===== config.mk =====
export PLATFORM = sky130hd
export DESIGN_NAME = systolic_host_link_flat
export DESIGN_NICKNAME = d
export VERILOG_FILES = /design/src/rtl/systolic_host_link_pkg.sv /design/src/rtl/systolic_host_link_if.sv /design/src/rtl/systolic_host_link_fifo.sv /design/src/rtl/systolic_host_link.sv /design/src/flat_wrapper.sv
export SDC_FILE = /design/constraint.sdc
export NUM_CORES = 1
export LEC_CHECK = 0
export CAP_MARGIN = 0
export CORE_MARGIN = 4
export CORE_UTILIZATION = 49
export CTS_BUF_LIST = sky130_fd_sc_hd__clkbuf_4 sky130_fd_sc_hd__clkbuf_8 sky130_fd_sc_hd__clkbuf_16
export DETAILED_ROUTE_END_ITERATION = 8
export PLACE_DENSITY = 0.75
export SLEW_MARGIN = 20
export SYNTH_ARGS = -nofsm -noshare
export SYNTH_HDL_FRONTEND = slang
export SYNTH_SLANG_ARGS = --single-unit

===== constraint.sdc =====
create_clock -name clk -period 1.98 [get_ports clk]
set_clock_uncertainty 0.2 [all_clocks]
set_input_delay 0.396 -clock clk [delete_from_list [all_inputs] [get_ports clk]]
set_output_delay 0.396 -clock clk [all_outputs]
set_load 0.01 [all_outputs]

===== src/rtl/systolic_host_link_pkg.sv =====
// Shared types and helpers for the host link: frame layout, beat constants and
// the per-phase beat selector used by the serialiser.
package systolic_link_pkg;

  localparam int         BEATS      = 4;
  localparam logic [1:0] PHASE_LAST = 2'd3;

  typedef logic [$clog2(BEATS)-1:0] phase_t;

  typedef struct packed {
    logic [15:0] col;
    logic [15:0] row;
    logic [3:0]  col_ctrl;
    logic [3:0]  row_ctrl;
  } frame_t;

  // Beat p carries data nibble [15-4p:12-4p] and control bit [3-p]; the
  // returned bits are {col nibble, row nibble, col ctrl bit, row ctrl bit}.
  function automatic logic [9:0] nibble_sel(frame_t f, phase_t phase);
    logic [9:0] b;
    case (phase)
      2'd0:    b = {f.col[15:12], f.row[15:12], f.col_ctrl[3], f.row_ctrl[3]};
      2'd1:    b = {f.col[11:8],  f.row[11:8],  f.col_ctrl[2], f.row_ctrl[2]};
      2'd2:    b = {f.col[7:4],   f.row[7:4],   f.col_ctrl[1], f.row_ctrl[1]};
      default: b = {f.col[3:0],   f.row[3:0],   f.col_ctrl[0], f.row_ctrl[0]};
    endcase
    return b;
  endfunction

endpackage


===== src/rtl/systolic_host_link_if.sv =====
// Host-side frame stream: valid/ready ingress of whole frames and a
// ready-less, single-cycle egress pulse of reassembled frames.
interface systolic_host_link_if;
  // Ingress: a frame moves on any clk edge where s_valid && s_ready; s_valid
  // and the frame fields must hold steady until that edge. Egress: m_valid is
  // a one-cycle pulse with no back-pressure, the consumer must take it.
  logic        s_valid;
  logic        s_ready;
  logic [15:0] s_col;
  logic [15:0] s_row;
  logic [3:0]  s_col_ctrl;
  logic [3:0]  s_row_ctrl;
  logic        m_valid;
  logic [15:0] m_col;
  logic [15:0] m_row;
  logic [3:0]  m_col_ctrl;
  logic [3:0]  m_row_ctrl;

  modport master (
    output s_valid, s_col, s_row, s_col_ctrl, s_row_ctrl,
    input  s_ready, m_valid, m_col, m_row, m_col_ctrl, m_row_ctrl
  );

  modport slave (
    input  s_valid, s_col, s_row, s_col_ctrl, s_row_ctrl,
    output s_ready, m_valid, m_col, m_row, m_col_ctrl, m_row_ctrl
  );
endinterface


===== src/rtl/systolic_host_link_fifo.sv =====
// Synchronous frame FIFO; the caller only pushes when not full and only pops
// when not empty.
module link_fifo
  import systolic_link_pkg::*;
#(
  parameter int DEPTH = 2
) (
  input  logic   clk,
  input  logic   rst,
  input  logic   push,
  input  frame_t wdata,
  input  logic   pop,
  output frame_t rdata,
  output logic   full,
  output logic   empty
);

  localparam int AW = $clog2(DEPTH);

  frame_t          mem_q [DEPTH];
  frame_t          mem_d [DEPTH];
  logic [AW-1:0]   wr_ptr_q, wr_ptr_d;
  logic [AW-1:0]   rd_ptr_q, rd_ptr_d;
  logic [AW:0]     count_q,  count_d;

  always_comb begin
    mem_d    = mem_q;
    wr_ptr_d = wr_ptr_q;
    rd_ptr_d = rd_ptr_q;
    count_d  = count_q;
    if (push) begin
      mem_d[wr_ptr_q] = wdata;
      wr_ptr_d        = wr_ptr_q + AW'(1);
    end
    if (pop) rd_ptr_d = rd_ptr_q + AW'(1);
    case ({push, pop})
      2'b10:   count_d = count_q + (AW+1)'(1);
      2'b01:   count_d = count_q - (AW+1)'(1);
      default: count_d = count_q;
    endcase
  end

  always_ff @(posedge clk) begin
    if (rst) begin
      mem_q    <= '{default: '0};
      wr_ptr_q <= '0;
      rd_ptr_q <= '0;
      count_q  <= '0;
    end else begin
      mem_q    <= mem_d;
      wr_ptr_q <= wr_ptr_d;
      rd_ptr_q <= rd_ptr_d;
      count_q  <= count_d;
    end
  end

  assign rdata = mem_q[rd_ptr_q];
  assign full  = (count_q == (AW+1)'(DEPTH));
  assign empty = (count_q == '0);

endmodule


===== src/rtl/systolic_host_link.sv =====
// Host link for one systolic tile: buffers host frames, serialises them into
// 4-beat nibble frames locked to the tile's beat counter, and reassembles echoes.
module systolic_host_link
  import systolic_link_pkg::*;
#(
  parameter int DEPTH = 2
) (
  input  logic                        clk,
  input  logic                        rst,
  systolic_host_link_if.slave         host,
  output logic [7:0]                  tile_ui_in,
  output logic [1:0]                  tile_uio_in,
  output logic                        tile_rst_n,
  input  logic [7:0]                  tile_uo_out,
  input  logic [1:0]                  tile_uio_out,
  output logic [1:0]                  phase
);

  phase_t     phase_q, phase_d;
  frame_t     tx_q, tx_d;
  frame_t     rx_q, rx_d;
  frame_t     m_q, m_d;
  logic       m_valid_q, m_valid_d;
  frame_t     fifo_wdata, fifo_rdata;
  logic       fifo_full, fifo_empty;
  logic       push, pop;
  logic [9:0] beat;

  assign fifo_wdata = '{col: host.s_col, row: host.s_row,
                        col_ctrl: host.s_col_ctrl, row_ctrl: host.s_row_ctrl};
  assign host.s_ready = ~fifo_full & ~rst;
  assign push = host.s_valid & host.s_ready;
  // Frames only leave on a frame boundary; a push on that same edge is not
  // yet visible, so there is no bypass into the shift register.
  assign pop  = (phase_q == PHASE_LAST) & ~fifo_empty;

  link_fifo #(.DEPTH(DEPTH)) u_fifo (
    .clk   (clk),
    .rst   (rst),
    .push  (push),
    .wdata (fifo_wdata),
    .pop   (pop),
    .rdata (fifo_rdata),
    .full  (fifo_full),
    .empty (fifo_empty)
  );

  always_comb begin
    phase_d   = phase_q + phase_t'(1);
    tx_d      = tx_q;
    rx_d      = rx_q;
    m_d       = m_q;
    m_valid_d = 1'b0;
    for (int p = 0; p < BEATS; p++) begin
      if (phase_q == phase_t'(p)) begin
        rx_d.col[4*(BEATS-1-p) +: 4]  = tile_uo_out[7:4];
        rx_d.row[4*(BEATS-1-p) +: 4]  = tile_uo_out[3:0];
        rx_d.col_ctrl[BEATS-1-p]      = tile_uio_out[1];
        rx_d.row_ctrl[BEATS-1-p]      = tile_uio_out[0];
      end
    end
    // An empty FIFO sends an all-zero frame, which the tile treats as a no-op.
    if (phase_q == PHASE_LAST) begin
      tx_d      = pop ? fifo_rdata : '0;
      m_d       = rx_d;
      m_valid_d = (rx_d.col_ctrl | rx_d.row_ctrl) != 4'd0;
    end
  end

  always_ff @(posedge clk) begin
    if (rst) begin
      phase_q   <= '0;
      tx_q      <= '0;
      rx_q      <= '0;
      m_q       <= '0;
      m_valid_q <= 1'b0;
    end else begin
      phase_q   <= phase_d;
      tx_q      <= tx_d;
      rx_q      <= rx_d;
      m_q       <= m_d;
      m_valid_q <= m_valid_d;
    end
  end

  assign beat        = nibble_sel(tx_q, phase_q);
  assign tile_ui_in  = rst ? 8'd0 : beat[9:2];
  assign tile_uio_in = rst ? 2'd0 : beat[1:0];
  assign tile_rst_n  = ~rst;
  assign phase       = phase_q;

  assign host.m_valid    = m_valid_q;
  assign host.m_col      = m_q.col;
  assign host.m_row      = m_q.row;
  assign host.m_col_ctrl = m_q.col_ctrl;
  assign host.m_row_ctrl = m_q.row_ctrl;

endmodule


===== src/flat_wrapper.sv =====
// flat-port wrapper written by rule: the top's interface ports become plain ports
module systolic_host_link_flat import systolic_link_pkg::*;
#(
  parameter int DEPTH = 2
)
  (clk, rst, tile_ui_in, tile_uio_in, tile_rst_n, tile_uo_out, tile_uio_out, phase, host_s_valid, host_s_col, host_s_row, host_s_col_ctrl, host_s_row_ctrl, host_s_ready, host_m_valid, host_m_col, host_m_row, host_m_col_ctrl, host_m_row_ctrl);
  systolic_host_link_if host_i ();
  input  logic clk;
  input  logic rst;
  output logic [7:0] tile_ui_in;
  output logic [1:0] tile_uio_in;
  output logic tile_rst_n;
  input  logic [7:0] tile_uo_out;
  input  logic [1:0] tile_uio_out;
  output logic [1:0] phase;
  input wire logic [$bits(host_i.s_valid)-1:0] host_s_valid;
  input wire logic [$bits(host_i.s_col)-1:0] host_s_col;
  input wire logic [$bits(host_i.s_row)-1:0] host_s_row;
  input wire logic [$bits(host_i.s_col_ctrl)-1:0] host_s_col_ctrl;
  input wire logic [$bits(host_i.s_row_ctrl)-1:0] host_s_row_ctrl;
  output wire logic [$bits(host_i.s_ready)-1:0] host_s_ready;
  output wire logic [$bits(host_i.m_valid)-1:0] host_m_valid;
  output wire logic [$bits(host_i.m_col)-1:0] host_m_col;
  output wire logic [$bits(host_i.m_row)-1:0] host_m_row;
  output wire logic [$bits(host_i.m_col_ctrl)-1:0] host_m_col_ctrl;
  output wire logic [$bits(host_i.m_row_ctrl)-1:0] host_m_row_ctrl;
  assign host_i.s_valid = host_s_valid;
  assign host_i.s_col = host_s_col;
  assign host_i.s_row = host_s_row;
  assign host_i.s_col_ctrl = host_s_col_ctrl;
  assign host_i.s_row_ctrl = host_s_row_ctrl;
  assign host_s_ready = host_i.s_ready;
  assign host_m_valid = host_i.m_valid;
  assign host_m_col = host_i.m_col;
  assign host_m_row = host_i.m_row;
  assign host_m_col_ctrl = host_i.m_col_ctrl;
  assign host_m_row_ctrl = host_i.m_row_ctrl;
  systolic_host_link #(.DEPTH(DEPTH)) u_core (.clk(clk), .rst(rst), .host(host_i), .tile_ui_in(tile_ui_in), .tile_uio_in(tile_uio_in), .tile_rst_n(tile_rst_n), .tile_uo_out(tile_uo_out), .tile_uio_out(tile_uio_out), .phase(phase));
endmodule

==> impl_metrics.csv, run 1 <==
group,metric,value,unit
status,status,"finished with violations",
status,violations,"setup timing",
layout,drive_gt1_share,15.9,%
sta,min_period,2450,ps
placed_design,io_buffers,107,
die,ios,108,
grt,grt-ovfl-total,0,
die,die_h,137,µm
grt,grtUsageTotal,21.7,%
sta,slew_headroom,47.4,%
placed_design,dp_hpwl,12500,µm
grt,busiest_layer,"met2",
logic_synthesis,synth_area_per_cell,9.91,µm²
pwr,ir_drop,0.670,mV
grt,grt_pass1_vias,6285,
sta,holdWs,116,ps
drt,wl,20300,µm
pwr,power.leakage,4.11,nW
cts,cts_sinks,197,
drt,first_iter_violations,575,
layout,final_util,61.5,%
die,die_area,18900,µm²
sta,setup_viol,10,
sta,hold_viol,0,
cts,cts.path.max_buffers,2,
worst_setup_path,critPathMaxFanout,5,
logic_synthesis,synth_edf_count,0,
worst_setup_path,cp.arrival,1850,ps
grt,grt_pass1_wl,32700,µm
worst_setup_path,r2r_start,"u_core.phase[0]$_SDFF_PP0_",
logic_synthesis,ys_warn_count,0,
logic_synthesis,synthCells,828,
die,rows,47,
grt,antenna_found_initial,0,
worst_setup_path,criticalPathCategory,"reg2out",
cts,clk_latency,430,ps
logic_synthesis,synth_compound_area_share,25.9,%
layout,multi_input_area,3610,µm²
layout,nNetsFinal,970,
logic_synthesis,synthArstFlopShare,0,%
die,core_area,16500,µm²
pwr,power_density,865,nW/µm²
drt,wl_per_cell,17.7,µm
worst_setup_path,cp.required,1380,ps
layout,fill_cells,1338,
logic_synthesis,synthSimpleGateAreaFrac,6.86,%
die,dieWidth,137,µm
worst_setup_path,slowest_delay,370,ps
drt,drc,0,
cts,ctsHoldBuffers,0,
worst_setup_path,worstSetupEndpointType,"output pin",
placed_design,gp_congestion,0.813,
sta,fmax,409,MHz
worst_setup_path,cp_slowest_cell,"dfxtp_4",
logic_synthesis,syn-num-nets,888,
logic_synthesis,synth-seq-area-share,48.1,%
sta,slew_viol_final,0,
grt,grt_use_met2,35.1,%
cts,cts_buffers,17,
hold_path,hold_path_class,"in2reg",
logic_synthesis,synth-xor-area-share,0.320,%
sta,fin_crit_sh,124,%
logic_synthesis,synthAdderAreaFrac,1.07,%
sta,setup_ws,-466,ps
grt,use_met3,4.67,%
layout,area_growth,23.9,%
worst_setup_path,critPathLaunch,"u_core.phase[0]$_SDFF_PP0_",
logic_synthesis,synth_ff_type,"dfxtp_1",
cts,htree_levels,4,
logic_synthesis,yosysUniqueCellTypes,36,
die,initial_core_util,49.7,%
logic_synthesis,synthMuxAreaShare,9.15,%
logic_synthesis,synth_top_family_by_area,"compound AO/OA/AOI/OAI gates",
worst_setup_path,crit_chain,"inv_4 > ha_4 > buf_6 > a222oi_1 > nand2_1 > o211a_1 > buf_2",
grt,grt_max_degree,81,
worst_setup_path,cp-start-kind,"flip-flop",
drt,ant_nets,0,
drt,drt_first_pass_iters,7,
logic_synthesis,mappedNetlistArea,8210,µm²
layout,n_antenna_cell,0,
layout,regArea,3960,µm²
logic_synthesis,ys_seq_elements,197,
drt,via_per_inst,5.74,
grt,use_met1,29.0,%
job,cap_violations,0,
cts,cts_tree,"done",
sta,tightest_slew,789,ps
placed_design,placedCellCount,1107,
layout,stdcell_count,1143,
hold_path,hp-start,"rst",
drt,vias,6566,
cts,clk_pin_slew_worst_paths,80,ps
cts,root_buffer,"clkbuf_16",
sta,rsz0062_at_grt,"true",
[worst max-delay path: cells and delay by family, from the launching register on]
kind	cells	cell delay [ps]
AOI/OAI and AO/OA	2	480
adders and majority gates	1	160
buffers and inverters	3	310
DFF	1	370
and+or+nand+nor	1	90
[per-layer routing]
layer | wire length [µm] | vias to the layer above
met1 | 9240 | 3129
li1 | - | 3218
met2 | 9760 | 189
met4 | 322 | 0
met3 | 927 | 30
met5 | 0 | -
[Yosys cell counts, drive strengths merged (11+ instances only)]
| cell | count | share of area (%) |
|---|---|---|
| o21ai | 42 | 2.6 |
| nand2 | 31 | 1.4 |
| o31ai | 40 | 3.7 |
| clkbuf | 36 | 1.6 |
| mux2i | 30 | 3.7 |
| mux2 | 40 | 5.5 |
| a21oi | 12 | 0.73 |
| dfxtp | 197 | 48 |
| a22oi | 40 | 3.7 |
| o211a | 11 | 1.3 |
| o311ai | 80 | 9.6 |
| a211oi | 30 | 2.7 |
| nor2 | 108 | 4.9 |
| buf | 56 | 4.9 |
| inv | 46 | 2.1 |
[path summary, 6_finish.rpt]
path | end | slack (ps) | depth (start not counted)
worst min register to register | u_core.host.m_col[0]$_SDFFE_PP0P_ | 270 | 2
worst max-delay path | tile_ui_in[7] | -470 | 7
worst min-delay path | u_core.u_fifo.mem_q[47]$_SDFFE_PP0P_ | 120 | 4
worst max register to register | u_core.u_fifo.count_q[1]$_SDFFE_PP0P_ | 50 | 8
[logic make-up after synthesis]
| kind of cell | count (synthesis) |
|---|---|
| XOR/XNOR | 3 |
| multiplexers | 70 |
| buffers and inverters | 138 |
| AND/OR/NAND/NOR | 145 |
| AO/OA/AOI/OAI | 268 |
| flip-flops | 197 |
| adder cells (fa/ha/maj) | 7 |
[where the power goes]
part           total (mW)  leakage (nW)  switching, mW  internal (mW)
registers            4.24          1.61         0.0928           4.14
clock network        3.45         0.295           1.74           1.72
logic                1.11          2.21          0.619          0.492
[registers in the layout, indices dropped and copies added, names as in the netlist]
name and cells:
u_core.u_fifo.wr_ptr_q 1, u_core.u_fifo.rd_ptr_q 1, u_core.tx_q 40, u_core.host.m_row 16, u_core.u_fifo.mem_q 80, u_core.host.m_col_ctrl 4, u_core.host.m_col 16, u_core.phase 2
u_core.host.m_valid 1, u_core.u_fifo.count_q 2, u_core.host.m_row_ctrl 4, u_core.rx_q 30
[what timing repair did]
action | CTS | global route
gates resized for setup | 57 | 18
gates cloned | 0 | 0
buffers inserted | 3 | 1
endpoints found under the setup margin | 18 | 70
pin swaps | 20 | 7
[cells in the final DEF, fill, tap and decap left out, types with 30 or more instances in the layout]
master,instances
clkdlybuf4s50_1,82
dfxtp_1,192
o311ai_1,67
o31ai_1,39
buf_4,35
a211oi_1,30
inv_1,41
mux2i_1,30
nor2_1,108
nand2_1,30
a22oi_1,40
o21ai_1,40
[layout make-up]
type                       instances  share of cell area (%)
sequential                       197                    38.9
multi-input combinational        493                    35.5
timing repair buffer             155                    15.1
clock buffer                      17                    4.18
tap                              220                    2.71
clock inverter                    15                    1.81
inverter                          46                    1.77
[per-stage QoR]
stage	instance area [µm²]	total power, mW	setup slack (ps)	TNS, ps
2_1_floorplan	8240	4.96	1.62	0
4_1_cts	10100	8.87	-464	-4340
5_1_grt	10200	9.14	-572	-5330
3_3_place_gp	9480	5.39	-422	-12000
3_5_place_dp	9480	5.42	-451	-16870
6_report	10200	8.80	-466	-4370
No activity file was read; power rests on OpenSTA's default activity.
==> run 2, diff against run 1 <==
--- a/config.mk
+++ b/config.mk
@@ -7,10 +7,10 @@
 export LEC_CHECK = 0
 export CAP_MARGIN = 0
 export CORE_MARGIN = 4
-export CORE_UTILIZATION = 49
+export CORE_UTILIZATION = 45
 export CTS_BUF_LIST = sky130_fd_sc_hd__clkbuf_4 sky130_fd_sc_hd__clkbuf_8 sky130_fd_sc_hd__clkbuf_16
 export DETAILED_ROUTE_END_ITERATION = 8
-export PLACE_DENSITY = 0.75
+export PLACE_DENSITY = 0.7
 export SLEW_MARGIN = 20
 export SYNTH_ARGS = -nofsm -noshare
 export SYNTH_HDL_FRONTEND = slang
==> run 2 against run 1 <==
Net effect: final cell count rose by 0.79%; routed wire length is 1.2% lower; register-to-register slack got worse by 150 ps; non-clock buffer count stayed put; critical endpoint is now tile_ui_in[3]; core utilization down 5.3 points; the run still ends with setup timing left; via count grew 0.82%; critical path depth did not move; first-iteration DRC count is 1.4% lower.
==> impl_metrics.csv, run 2 (synthesis gave the netlist of run 1 again) <==
group,metric,value,unit
layout,largest_register,"u_core.u_fifo.mem_q",
die,initial_core_util,45.7,%
cts,clk_latency,420,ps
drt,vias,6620,
sta,rsz0062_at_grt,"true",
pwr,p_seq_share,49.0,%
cts,root_buffer,"clkbuf_16",
worst_setup_path,cp-start-kind,"flip-flop",
status,violations,"setup timing",
sta,fmax,407,MHz
layout,stdcell_count,1152,
pwr,pwr-share-comb,12.8,%
die,dieWidth,143,µm
cts,cts_buffers,17,
die,rows,49,
drt,via_per_inst,5.75,
layout,n_antenna_cell,0,
pwr,power_density,855,nW/µm²
grt,grt_pass1_wl,32300,µm
worst_setup_path,cp.arrival,1860,ps
worst_setup_path,criticalPathCategory,"reg2out",
layout,final_common_cell,"dfxtp_1",
layout,final_util,56.3,%
die,ios,108,
sta,slew_headroom,40.5,%
die,die_h,143,µm
die,core_area,18000,µm²
placed_design,dp_slack,-449,ps
pwr,pwr-share-clk,38.2,%
sta,setup_tns,-4390,ps
sta,slew_viol_final,0,
job,cap_violations,0,
status,status,"finished with violations",
pwr,power.share.switching,26.5,%
pwr,power_switching,2.29,mW
die,die_area,20500,µm²
cts,clk_pin_slew_worst_paths,70,ps
layout,area_growth,23.2,%
pwr,ir_drop,0.668,mV
layout,final_area,10100,µm²
drt,wl_per_cell,17.4,µm
drt,first_iter_violations,567,
placed_design,io_buffers,107,
grt,grt_max_degree,89,
worst_setup_path,critPathMaxFanout,7,
grt,grtUsageTotal,19.4,%
layout,nNetsFinal,970,
sta,setup_ws,-474,ps
drt,ant_nets,0,
cts,htree_levels,4,
grt,grt_pass1_vias,6330,
cts,cts.path.max_buffers,2,
grt,grt-ovfl-total,0,
layout,drive_gt1_share,16.0,%
placed_design,gp_congestion,0.789,
sta,hold_viol,0,
placed_design,placedCellCount,1117,
drt,drc,0,
cts,cts_tree,"done",
pwr,power.leakage,3.93,nW
hold_path,hold_path_class,"reg2reg",
sta,setup_viol,11,
worst_setup_path,cp.required,1380,ps
worst_setup_path,worstSetupEndpointType,"output pin",
layout,final_cell_mix,"192 x dfxtp_1, 108 x nor2_1, 91 x clkdlybuf4s50_1",
worst_setup_path,reg2reg_slack,-100,ps
sta,min_period,2450,ps
pwr,intPower,6.35,mW
cts,ctsHoldBuffers,0,
drt,drt_first_pass_iters,7,
drt,wl,20000,µm
layout,largest_reg_flops,80,
sta,fin_crit_sh,124,%
sta,tightest_slew,892,ps
cts,cts_sinks,197,
placed_design,dp_hpwl,12700,µm
layout,largestRegisters,"u_core.u_fifo.mem_q: 80 flops, u_core.tx_q: 40 flops, u_core.rx_q: 30 flops",
grt,antenna_found_initial,0,
placed_design,place_area,9460,µm²
## run 2: cell types whose count changed in the layout (fill, tap and decap cells not counted), sizes merged
| cell | delta |
|---|---|
| clkbuf | +1 |
| clkinvlp | +3 |
| dlymetal6s2s | -8 |
| clkinv | -5 |
| clkdlybuf4s15 | -1 |
| buf | +1 |
| clkdlybuf4s50 | +9 |
## run 2: area by class of cell
cell class                 count  area, µm²
clock buffer                  19        453
inverter                      46        185
fill                        1559       7860
multi-input combinational    493       3630
clock inverter                13        111
timing repair buffer         155       1490
tap                          229        287
sequential                   197       3960
## run 2: power by group through the flow
stage          combinational (mW)  clock (mW)  sequential, mW
6_report                     1.11        3.30            4.24
5_1_grt                      1.21        3.50            4.26
4_1_cts                      1.09        3.35            4.24
3_5_place_dp                 1.08           0            4.32
3_3_place_gp                 1.07           0            4.32
2_1_floorplan               0.639           0            4.33
## run 2: path summary, 6_finish.rpt
path                                                from                                endpoint  cells after the start
setup / recovery              u_core.phase[0]$_SDFF_PP0_                           tile_ui_in[3]                      7
hold / removal    u_core.host.m_col_ctrl[0]$_SDFFE_PP0P_  u_core.host.m_col_ctrl[0]$_SDFFE_PP0P_                      2
setup reg to reg              u_core.phase[0]$_SDFF_PP0_   u_core.u_fifo.count_q[1]$_SDFFE_PP0P_                      9
hold reg to reg   u_core.host.m_col_ctrl[0]$_SDFFE_PP0P_  u_core.host.m_col_ctrl[0]$_SDFFE_PP0P_                      2
## run 2: layer usage
metal / GRT usage, % / vias up / wire length (µm)
met2: 32.0 / 194 / 9610
li1: - / 3217 / -
met3: 3.28 / 19 / 955
met4: 5.80 / 0 / 214
met5: 0 / - / 0
met1: 26.1 / 3190 / 9220
## run 2: per-stage QoR
| stage | power (mW) | hold slack, ps |
|---|---|---|
| final | 8.64 | 266 |
| after global routing | 8.96 | 283 |
| after CTS | 8.68 | 268 |
| after detailed placement | 5.40 | 258 |
| after global placement | 5.39 | 254 |
| after floorplan | 4.96 | 246 |
## run 2: worst max-delay path, stage by stage, from the launching register on
cell,delay [ps]
dfxtp_4,370
inv_4,50
ha_4,160
buf_6,130
a222oi_1,350
nand2_1,110
o211a_1,140
buf_2,140
## run 2: repair_timing
item,CTS,global route
pin swaps,21,11
cloned,0,0
gates resized for setup,57,15
setup endpoints to repair,19,55
endpoints found under the hold margin,0,0
buffers inserted,1,2
